[src/rtl/serial_rx_pkg.sv]
// rtl/serial_rx_pkg.sv - shared types and default parameters for the serial receiver
package serial_rx_pkg;

  typedef enum logic [2:0] {
    IDLE,
    START,
    DATA,
    PARITY,
    STOP
  } rx_state_t;

  localparam int DEF_DATA_W       = 8;
  localparam int DEF_CLKS_PER_BIT = 4;
  localparam int DEF_PARITY_EN    = 1;

endpackage

[src/rtl/serial_bit_timer.sv]
// rtl/serial_bit_timer.sv - loadable down-counter; o_expire is high while the count sits at zero
module serial_bit_timer #(
  parameter int W = 2
) (
  input  logic         i_clk,
  input  logic         i_reset,
  input  logic         i_load,
  input  logic [W-1:0] i_load_val,
  output logic         o_expire
);

  logic [W-1:0] r_count;

  always_ff @(posedge i_clk) begin
    if (i_reset) begin
      r_count <= '0;
    end else if (i_load) begin
      r_count <= i_load_val;
    end else if (r_count != '0) begin
      r_count <= r_count - 1'b1;
    end
  end

  assign o_expire = (r_count == '0);

endmodule

[src/rtl/serial_rx_ctrl.sv]
// rtl/serial_rx_ctrl.sv - serial frame receiver: start qualify, mid-bit sampling, even parity,
// stop check and a one-entry valid/ready output buffer
module serial_rx_ctrl
  import serial_rx_pkg::*;
#(
  parameter int DATA_W       = DEF_DATA_W,
  parameter int CLKS_PER_BIT = DEF_CLKS_PER_BIT,
  parameter int PARITY_EN    = DEF_PARITY_EN
) (
  input  logic              i_clk,
  input  logic              i_reset,
  input  logic              i_in,
  output logic [DATA_W-1:0] o_data_out,
  output logic              o_valid,
  input  logic              i_ready,
  output logic              o_busy,
  output logic              o_err_parity,
  output logic              o_err_frame,
  output logic              o_overrun
);

  localparam int TMR_W = $clog2(CLKS_PER_BIT);
  localparam int IDX_W = $clog2(DATA_W + 1);
  localparam logic [TMR_W-1:0] HALF_BIT = TMR_W'(CLKS_PER_BIT / 2 - 1);
  localparam logic [TMR_W-1:0] FULL_BIT = TMR_W'(CLKS_PER_BIT - 1);
  localparam logic [IDX_W-1:0] LAST_IDX = IDX_W'(DATA_W - 1);

  rx_state_t          r_state;
  rx_state_t          w_next;
  logic [DATA_W-1:0]  r_shift;
  logic [DATA_W-1:0]  w_shift_next;
  logic [IDX_W-1:0]   r_bit_idx;
  logic               r_par_err;
  logic [DATA_W-1:0]  r_data;
  logic               r_valid;
  logic               r_err_parity;
  logic               r_err_frame;
  logic               r_overrun;

  logic               w_tmr_load;
  logic [TMR_W-1:0]   w_tmr_val;
  logic               w_expire;
  logic               w_shift_en;
  logic               w_par_en;
  logic               w_clr;
  logic               w_stop;
  logic               w_good;
  logic               w_buf_load;

  serial_bit_timer #(.W(TMR_W)) u_timer (
    .i_clk      (i_clk),
    .i_reset    (i_reset),
    .i_load     (w_tmr_load),
    .i_load_val (w_tmr_val),
    .o_expire   (w_expire)
  );

  always_ff @(posedge i_clk) begin
    if (i_reset) begin
      r_state <= IDLE;
    end else begin
      r_state <= w_next;
    end
  end

  always_comb begin
    w_next     = r_state;
    w_tmr_load = 1'b0;
    w_tmr_val  = FULL_BIT;
    w_shift_en = 1'b0;
    w_par_en   = 1'b0;
    w_clr      = 1'b0;
    w_stop     = 1'b0;
    case (r_state)
      IDLE: begin
        if (!i_in) begin
          w_next     = START;
          w_tmr_load = 1'b1;
          w_tmr_val  = HALF_BIT;
        end
      end
      START: begin
        if (w_expire) begin
          if (i_in) begin
            w_next = IDLE;
          end else begin
            w_next     = DATA;
            w_tmr_load = 1'b1;
            w_clr      = 1'b1;
          end
        end
      end
      DATA: begin
        if (w_expire) begin
          w_shift_en = 1'b1;
          w_tmr_load = 1'b1;
          if (r_bit_idx == LAST_IDX) begin
            w_next = (PARITY_EN != 0) ? PARITY : STOP;
          end
        end
      end
      PARITY: begin
        if (w_expire) begin
          w_par_en   = 1'b1;
          w_tmr_load = 1'b1;
          w_next     = STOP;
        end
      end
      STOP: begin
        if (w_expire) begin
          w_stop = 1'b1;
          w_next = IDLE;
        end
      end
      default: w_next = IDLE;
    endcase
  end

  // LSB first: each new bit enters at the top and walks down to bit 0
  always_comb begin
    w_shift_next             = r_shift >> 1;
    w_shift_next[DATA_W-1]   = i_in;
  end

  assign w_good     = w_stop & i_in & ~r_par_err;
  assign w_buf_load = w_good & (~r_valid | i_ready);

  always_ff @(posedge i_clk) begin
    if (i_reset) begin
      r_shift      <= '0;
      r_bit_idx    <= '0;
      r_par_err    <= 1'b0;
      r_data       <= '0;
      r_valid      <= 1'b0;
      r_err_parity <= 1'b0;
      r_err_frame  <= 1'b0;
      r_overrun    <= 1'b0;
    end else begin
      r_err_parity <= 1'b0;
      r_err_frame  <= 1'b0;
      r_overrun    <= 1'b0;
      if (w_clr) begin
        r_bit_idx <= '0;
        r_par_err <= 1'b0;
      end
      if (w_shift_en) begin
        r_shift   <= w_shift_next;
        r_bit_idx <= r_bit_idx + 1'b1;
      end
      if (w_par_en) begin
        r_par_err <= ^{r_shift, i_in};
      end
      // A bad stop bit hides any parity result for the same frame
      if (w_stop && !i_in) begin
        r_err_frame <= 1'b1;
      end else if (w_stop && r_par_err) begin
        r_err_parity <= 1'b1;
      end else if (w_good && !w_buf_load) begin
        r_overrun <= 1'b1;
      end
      if (w_buf_load) begin
        r_data  <= r_shift;
        r_valid <= 1'b1;
      end else if (r_valid && i_ready) begin
        r_valid <= 1'b0;
      end
    end
  end

  assign o_data_out   = r_data;
  assign o_valid      = r_valid;
  assign o_busy       = (r_state != IDLE);
  assign o_err_parity = r_err_parity;
  assign o_err_frame  = r_err_frame;
  assign o_overrun    = r_overrun;

endmodule

[config.mk]
export PLATFORM = sky130hd
export DESIGN_NAME = serial_rx_ctrl
export DESIGN_NICKNAME = d
export VERILOG_FILES = /design/src/rtl/serial_rx_pkg.sv /design/src/rtl/serial_bit_timer.sv /design/src/rtl/serial_rx_ctrl.sv
export SDC_FILE = /design/constraint.sdc
export NUM_CORES = 1
export LEC_CHECK = 0
export BUFFER_PORTS_ARGS = -buffer_cell sky130_fd_sc_hd__clkbuf_2
export CORE_UTILIZATION = 40
export CTS_BUF_LIST = sky130_fd_sc_hd__clkbuf_8
export CTS_CLUSTER_SIZE = 8
export DETAILED_ROUTE_END_ITERATION = 10
export GPL_TIMING_DRIVEN = 0
export HOLD_SLACK_MARGIN = 0.03
export PLACE_DENSITY = 0.57
export SYNTH_ARGS = -nofsm -noshare
export SYNTH_HDL_FRONTEND = slang
export SYNTH_SLANG_ARGS = --single-unit
[constraint.sdc]
create_clock -name i_clk -period 1.9 [get_ports i_clk]
set_input_delay 0 -clock i_clk [delete_from_list [all_inputs] [get_ports i_clk]]
set_output_delay 0 -clock i_clk [all_outputs]
set_load 0.01 [all_outputs]
After elaboration in Yosys (flattened, before gate mapping) --
Cells that the tools add are included.
Operators by class: add/subtract/negate cells 2, eq/ne operators 11, multiplexer cells 29, bitwise operators 6, reduce and logical (&&, ||, !) cells 19
Operator list (count):
- two-way mux 3 bit | 6
- case mux 3 bit (5 select lines) | 1
- two-way mux 1 bit | 14
- two-way mux 2 bit | 5
- nonzero test 2 bit | 5
- XOR reduction 9 bit | 1
- two-way mux 4 bit | 2
- != test 2 x 1 -> 1 bit (second input constant) | 4
- equality test 3 x 2 -> 1 bit (second input constant) | 2
- AND reduction 6 bit | 1
- adder 4 x 1 -> 4 bit (second input constant) | 1
- equality test 4 x 3 -> 1 bit (second input constant) | 1
- logical AND 1 bit | 4
- != test 2 bit (second input constant) | 2
- OR reduction 2 bit | 2
- bitwise AND 1 bit | 3
- equality test 3 x 1 -> 1 bit (second input constant) | 1
- equality test 3 bit (second input constant) | 1
- zero test 3 bit | 1
- case mux 1 bit (3 select lines) | 1
- nonzero test 3 bit | 1
- OR reduction 3 bit | 1
- zero test 1 bit | 2
- zero test 2 bit | 1
- other kinds (3) | 4
Word-level totals: flip-flop bits (word level) 30, bits of input ports 4, word-level logic and storage cells 77

Logic depth before layout (Yosys ltp) --
Gate-level depths: netlist of the first run.
depth after elaboration 9, depth in mapped cells 7, depth with buffers taken out 6

Hierarchy --
A second synthesis of the first run with hierarchy kept.
Second synthesis, totals: cells, all modules 151, area total of the unflattened synthesis 1365.1 um^2
Modules (own cells, without submodules):
- serial_rx_ctrl | times used 1, cells each 139, area an instance 1243.7 um^2, seq. area each 560.5 um^2
- serial_bit_timer | times used 1, cells each 12, area an instance 121.4 um^2, seq. area each 40.0 um^2

Least setup slack after synthesis of the first run --
OpenSTA, ideal clock, no wires.
path kind reg-to-reg, start register u_timer.r_count[0], end register r_data[6], in the netlist o_data_out[6], data arrival time 1371 ps, required time 1772 ps, path slack 401 ps, stages on the path, launching flop included 8, clock period less this slack 1499 ps, cell sequence dfxtp_1 -> inv_1 -> ha_1 -> and4bb_2 -> nand4b_1 -> buf_4 -> mux2i_1 -> nor2_1
Between the ends: word-level cells in the longest chain between the ends 6
Ends and longest elaborated chain:
- start: declaration | RTL line serial_bit_timer.sv:12 | logic [W-1:0] r_count;
- start signal: assignment | RTL line serial_bit_timer.sv:18 | r_count <= i_load_val;
- start signal: assignment | RTL line serial_bit_timer.sv:20 | r_count <= r_count - 1'b1;
- zero test 2 bit | RTL line serial_bit_timer.sv:24 | assign o_expire = (r_count == '0);
- two-way mux 1 bit | RTL line serial_rx_ctrl.sv:110 | if (w_expire) begin
- two-way mux 1 bit | RTL line serial_rx_ctrl.sv:74 | case (r_state)
- bitwise AND 1 bit (2 in series) | RTL line serial_rx_ctrl.sv:125 | assign w_good = w_stop & i_in & ~r_par_err;
- bitwise AND 1 bit | RTL line serial_rx_ctrl.sv:126 | assign w_buf_load = w_good & (~r_valid | i_ready);
- end signal: assignment | RTL line serial_rx_ctrl.sv:162 | r_data <= r_shift;
- end: declaration | RTL line serial_rx_ctrl.sv:34 | logic [DATA_W-1:0] r_data;
No other way between the ends. A chain may end at the register's enable or synchronous reset.

Worst setup path in the final report of the first run --
start register u_timer.r_count[0], end register r_state[0]
Between the ends: word-level cells in the longest chain between the ends 3
Ends and longest elaborated chain:
- zero test 2 bit (*) | RTL line serial_bit_timer.sv:24
- != test 2 x 1 -> 1 bit (no line)
- AND reduction 6 bit (no line) (*)
- end signal: assignment | RTL line serial_rx_ctrl.sv:62 | r_state <= w_next;
- end: declaration | RTL line serial_rx_ctrl.sv:28 | rx_state_t r_state;
Every way passes the cells marked *; elsewhere a longest branch is shown, timed or not.

==> results of run 1 <==
power by group:
part	total (µW)	internal (µW)	switching [µW]
Clock	532	291	241
Sequential	654	645	8.73
Combinational	185	75.8	109
worst max-delay path: stages (launching register included):
cell and delay [ns]:
dfxtp_1 0.32, inv_1 0.08, ha_1 0.31, nand2b_1 0.16, nor2_1 0.20, buf_2 0.26
o32ai_1 0.10, a21oi_1 0.15
cells in the mapped netlist, types with 2 or more instances:
| master | n | share of area |
|---|---|---|
| dfxtp_1 | 30 | 0.45 |
| nand2_1 | 21 | 0.059 |
| nor2_1 | 18 | 0.051 |
| a21oi_1 | 13 | 0.049 |
| mux2i_1 | 8 | 0.060 |
| nand2b_1 | 6 | 0.028 |
| xnor2_1 | 6 | 0.040 |
| buf_2 | 5 | 0.019 |
| ha_1 | 3 | 0.028 |
| inv_1 | 3 | 0.0085 |
| nand3_1 | 3 | 0.011 |
| a21o_1 | 2 | 0.011 |
| a31oi_1 | 2 | 0.0094 |
| clkbuf_1 | 2 | 0.0056 |
| nor3_1 | 2 | 0.0075 |
| or3_1 | 2 | 0.0094 |
stage by stage:
step,util,setup WS [ns],cell area [µm²],power (µW)
CTS,0.5077,0.2468,1575,1382
finish,0.5077,0.2453,1575,1370
global placement,0.4706,0.2551,1460,844.2
global route,0.5077,0.1048,1575,1439
detailed placement,0.4706,0.2549,1460,847.9
floorplan,-,0.4013,1330,808.4
path summary, 6_finish.rpt:
| check | from | to | cells after the start |
|---|---|---|---|
| worst max register to register | u_timer.r_count[0] | r_state[0] | 7 |
| worst min register to register | r_par_err | o_err_parity | 2 |
| worst max-delay path | u_timer.r_count[0] | r_state[0] | 7 |
| worst min-delay path | i_ready | o_overrun | 3 |
area by class of cell:
class | instances | area (µm²)
Multi-Input combinational cell | 106 | 674.4
Sequential cell | 30 | 600.6
Inverter | 3 | 11.26
Buffer | 9 | 43.79
Tap cell | 44 | 55.05
Timing Repair Buffer | 17 | 95.09
Clock inverter | 2 | 12.51
Fill cell | 314 | 1528
Clock buffer | 6 | 82.58
layer usage:
layer  track usage  wire length, µm  vias to the layer above
li1              -                -                      553
met1        0.2222             1289                      492
met2        0.2571             1137                       21
met3       0.03896               87                        2
met4       0.07973               18                        0
met5             0                0                        -
cells by family (layout without fill, tap and decap cells):
group | count (synthesis) | after routing | synth area share
compound gates | 25 | 25 | 0.1204
simple gates | 61 | 61 | 0.2267
buf+inv | 12 | 37 | 0.04139
mux | 9 | 9 | 0.06868
flops | 30 | 30 | 0.4516
fa+ha+maj | 3 | 3 | 0.02823
xor+xnor | 8 | 8 | 0.06303
layout by cell type (no fill, tap or decap), types with 3 or more instances in the layout:
cell | Yosys | final
dfxtp_1 | 30 | 30
a21oi_1 | 13 | 13
nand3_1 | 3 | 3
xnor2_1 | 6 | 6
clkbuf_8 | 0 | 6
mux2i_1 | 8 | 8
nand2_1 | 21 | 21
clkbuf_2 | 0 | 15
nor2_1 | 18 | 18
buf_2 | 5 | 5
nand2b_1 | 6 | 6
ha_1 | 3 | 3
inv_1 | 3 | 3
state kept, by name, indices dropped and copies added, names as in the netlist, 2 cells and up:
name	flops
u_timer.r_count	2
r_bit_idx	4
r_shift	8
o_data_out	8
r_state	3
==> reports/results.tsv, run 1 <==
metric	value	unit
cp.required	2.10	ns
min_period_over_period	0.8709	
synth_seq_cells	30	
crit_path_max_fanout	10	
wirelength	2.532	mm
htreeDepth	2	
drtPass1Iterations	4	
grt_max_degree	11	
cts_tree	built	
ys_types	38	
grt_overflow	0	
slew_headroom	0.6637	
setup_viol	0	
ys_seq_area_frac	0.4516	
via_per_inst	4.922	
grt_first_pass_wirelength	4.450	mm
status	finished, final reports clean	
clock_sinks	30	
grt_pass1_vias	1006	
cts-root-buf	clkbuf_8	
p_leak	0.0006668	µW
cts_buffers	5	
diodes	0	
rsz0062_at_grt	no	
synthArstFlopShare	0	
synth_edf_count	0	
cts_setup_buffers	0	
worstHoldPathType	primary input to flip-flop	
area_growth	18.44	%
finalHoldViolations	0	
placed_cells	207	
final_cells	217	
hold_slack	0.04354	ns
numPortBuffers	15	
io_pins	17	
r2r_slack	0.25	ns
syn_area	1330	µm²
ctsResizeCount	0	
yosys_warnings	0	
clock_latency	0.28	ns
power.density	869.9	nW/µm²
hpwl	1.779	mm
wl_per_cell	11.67	µm
die_h	59.67	µm
worst_pin_slew	0.5045	ns
dieArea	3560	µm²
routed-via-count	1068	
nets	179	
setup_tns	0	ns
drt-initial-drc-count	33	
final_layout_size_suffix_gt1_frac	0.1965	
clock-skew-final	0.008358	ns
max_freq	604.3	MHz
grt_antenna_before_repair	0	
crit_type	flip-flop to flip-flop	
die_w	59.67	µm
rows	20	
initial_core_util	0.4286	
drc	0	
fin_crit	1.655	ns
ys.flop_type	dfxtp_1	
coreArea	3103	µm²
clkTransAtPathRegs	0.06	ns
syn_avg_cell_area	8.987	µm²
peakVddDrop	528.0	µV
synth_nets	155	
maxCapViolCount	0	
critPathArrivalTime	1.85	ns
end_kind	flip-flop	
cts_max_path_buffers	2	
synth_cells	148	
cp-start-kind	flip-flop	
gp_congestion	0.7945	
grt_usage	0.1680	
cts_hold_buf	2	
ant_nets	0	
slew_violations	0	
No activity file was read; power rests on OpenSTA's default activity.
==> run 2: changes to the inputs <==
Settings changed: CORE_UTILIZATION 40 to 50, PLACE_DENSITY 0.57 to 0.68.
==> reports/results.tsv, run 2 (synthesis gave the netlist of run 1 again) <==
metric	value	unit	change
cp.required	2.06	ns	was 2.10 ns
setup_viol	0		unchanged
crit_chain	inv_1 > ha_1 > and4bb_2 > nand4b_1 > buf_4 > mux2i_1 > nor2_1		was inv_1 > ha_1 > nand2b_1 > nor2_1 > buf_2 > o32ai_1 > a21oi_1
clock_sinks	30		unchanged
cp-start-kind	flip-flop		unchanged
coreArea	2500	µm²	was 3103 µm²
grt_first_pass_wirelength	4.091	mm	was 4.450 mm
reg2reg_from	u_timer.r_count[0]		unchanged
worst_pin_slew	0.5114	ns	was 0.5045 ns
grt_antenna_before_repair	0		unchanged
maxCapViolCount	0		unchanged
drc	0		unchanged
hpwl	1.842	mm	was 1.779 mm
clkPwrFrac	0.359		was 0.388
min_period_over_period	0.8784		was 0.8709
routed-via-count	1093		was 1068
worst_path_max_delay_cell	dfxtp_1		unchanged
drtPass1Iterations	4		unchanged
clkTransAtPathRegs	0.06	ns	about the same
critPathArrivalTime	1.83	ns	was 1.85 ns
io_pins	17		unchanged
crit_path_max_fanout	8		was 10
grt_max_degree	11		unchanged
layout.cells.most_common	dfxtp_1		unchanged
cts_hold_buf	3		was 2
hold_start	i_reset		was i_ready
rows	18		was 20
p_leak	0.0006676	µW	was 0.0006668 µW
end_kind	flip-flop		unchanged
die_w	53.58	µm	was 59.67 µm
htreeDepth	2		unchanged
fin_crit	1.669	ns	was 1.655 ns
finalHoldViolations	0		unchanged
numPortBuffers	15		unchanged
worstHoldPathType	primary input to flip-flop		unchanged
wirelength	2.642	mm	was 2.532 mm
via_per_inst	5.384		was 4.922
clock_latency	0.28	ns	about the same
slew_violations	0		unchanged
pwr-share-seq	0.499		was 0.477
slowest_delay	0.35	ns	was 0.32 ns
ctsResizeCount	0		unchanged
peakVddDrop	602.4	µV	was 528.0 µV
fill_cells	220		was 314
status	finished, final reports clean		unchanged
drt-initial-drc-count	31		was 33
cts_max_path_buffers	2		unchanged
final_layout_size_suffix_gt1_frac	0.1908		was 0.1965
wl_per_cell	13.01	µm	was 11.67 µm
grt_pass1_vias	925		was 1006
setup_tns	0	ns	unchanged
gp_congestion	0.8475		was 0.7945
switchingPower	342.7	µW	was 359.0 µW
ant_nets	0		unchanged
die_h	53.58	µm	was 59.67 µm
cts_tree	built		unchanged
nets	180		was 179
clock-skew-final	0.005322	ns	was 0.008358 ns
p_comb_frac	0.142		was 0.135
area_growth	16.65	%	was 18.44%
critPathLaunch	u_timer.r_count[0]		unchanged
placed_cells	193		was 207
grt_overflow	0		unchanged
rsz0062_at_grt	no		unchanged
cts_setup_buffers	0		unchanged
internal_power	967.2	µW	was 1011 µW
grt_usage	0.2093		was 0.1680
initial_core_util	0.5320		was 0.4286
slew_headroom	0.6590		was 0.6637
diodes	0		unchanged
cts_buffers	5		unchanged
cts-root-buf	clkbuf_8		unchanged
sw_frac_of_total	0.2616		was 0.2620
power.density	844.2	nW/µm²	was 869.9 nW/µm²
dieArea	2870	µm²	was 3560 µm²
crit_type	flip-flop to flip-flop		unchanged
max_freq	599.2	MHz	was 604.3 MHz
final_cells	203		was 217
most-common-layout-cells	dfxtp_1, nand2_1, nor2_1, clkbuf_2, a21oi_1		unchanged
run 2: cell count changes in the layout (fill, tap and decap cells not counted):
cell           before  now
clkbuf_8            6    5
clkinv_2            1    2
clkinvlp_4          1    0
dlygate4sd3_1       2    3
run 2: final cells by class:
cell class	count	area (µm²)	share of cell area
Buffer	9	43.79	0.02823
Clock buffer	5	68.82	0.04435
Clock inverter	2	10.01	0.006452
Inverter	3	11.26	0.007258
Multi-Input combinational cell	106	674.4	0.4347
Sequential cell	30	600.6	0.3871
Tap cell	30	37.54	0.02419
Timing Repair Buffer	18	105.1	0.06774
run 2: path summary, 6_finish.rpt:
kind,slack [ns],depth (start not counted),end
worst max-delay path,0.23,7,o_data_out[0]
worst min-delay path,0.48,3,r_par_err
worst max register to register,0.23,7,o_data_out[0]
worst min register to register,0.49,2,o_err_parity
run 2: power by group through the flow:
stage | registers, µW | clock network [µW] | logic (µW)
2_1_floorplan | 665 | 0 | 143
3_3_place_gp | 667 | 0 | 174
3_5_place_dp | 667 | 0 | 180
4_1_cts | 654 | 480 | 186
5_1_grt | 654 | 506 | 208
6_report | 654 | 470 | 185
run 2: worst max-delay path: cells and delay by family (launching register included):
kind / cells / cell delay (ns)
AND/OR/NAND/NOR: 3 / 0.42
flip-flops: 1 / 0.35
adder cells (fa/ha/maj): 1 / 0.28
buffers and inverters: 2 / 0.27
multiplexers: 1 / 0.21
run 2: metrics by stage:
stage	cell area, µm²	worst slack [ns]	power, µW	util	hold slack (ns)
after floorplan	1330	0.4013	808.4	-	0.09913
after global placement	1443	0.2830	840.5	0.5771	0.2286
after detailed placement	1443	0.2335	847.5	0.5771	0.2311
after CTS	1551	0.2318	1319	0.6206	0.4745
after global routing	1551	0.1069	1368	0.6206	0.5178
final	1551	0.2311	1310	0.6206	0.4823
run 2: layer usage:
layer	wire length (µm)	share of wire	global-route usage
met2	1221	0.46	0.3208
met3	111	0.042	0.05932
met1	1253	0.47	0.2616
met4	56	0.021	0.1184
met5	0	0	0
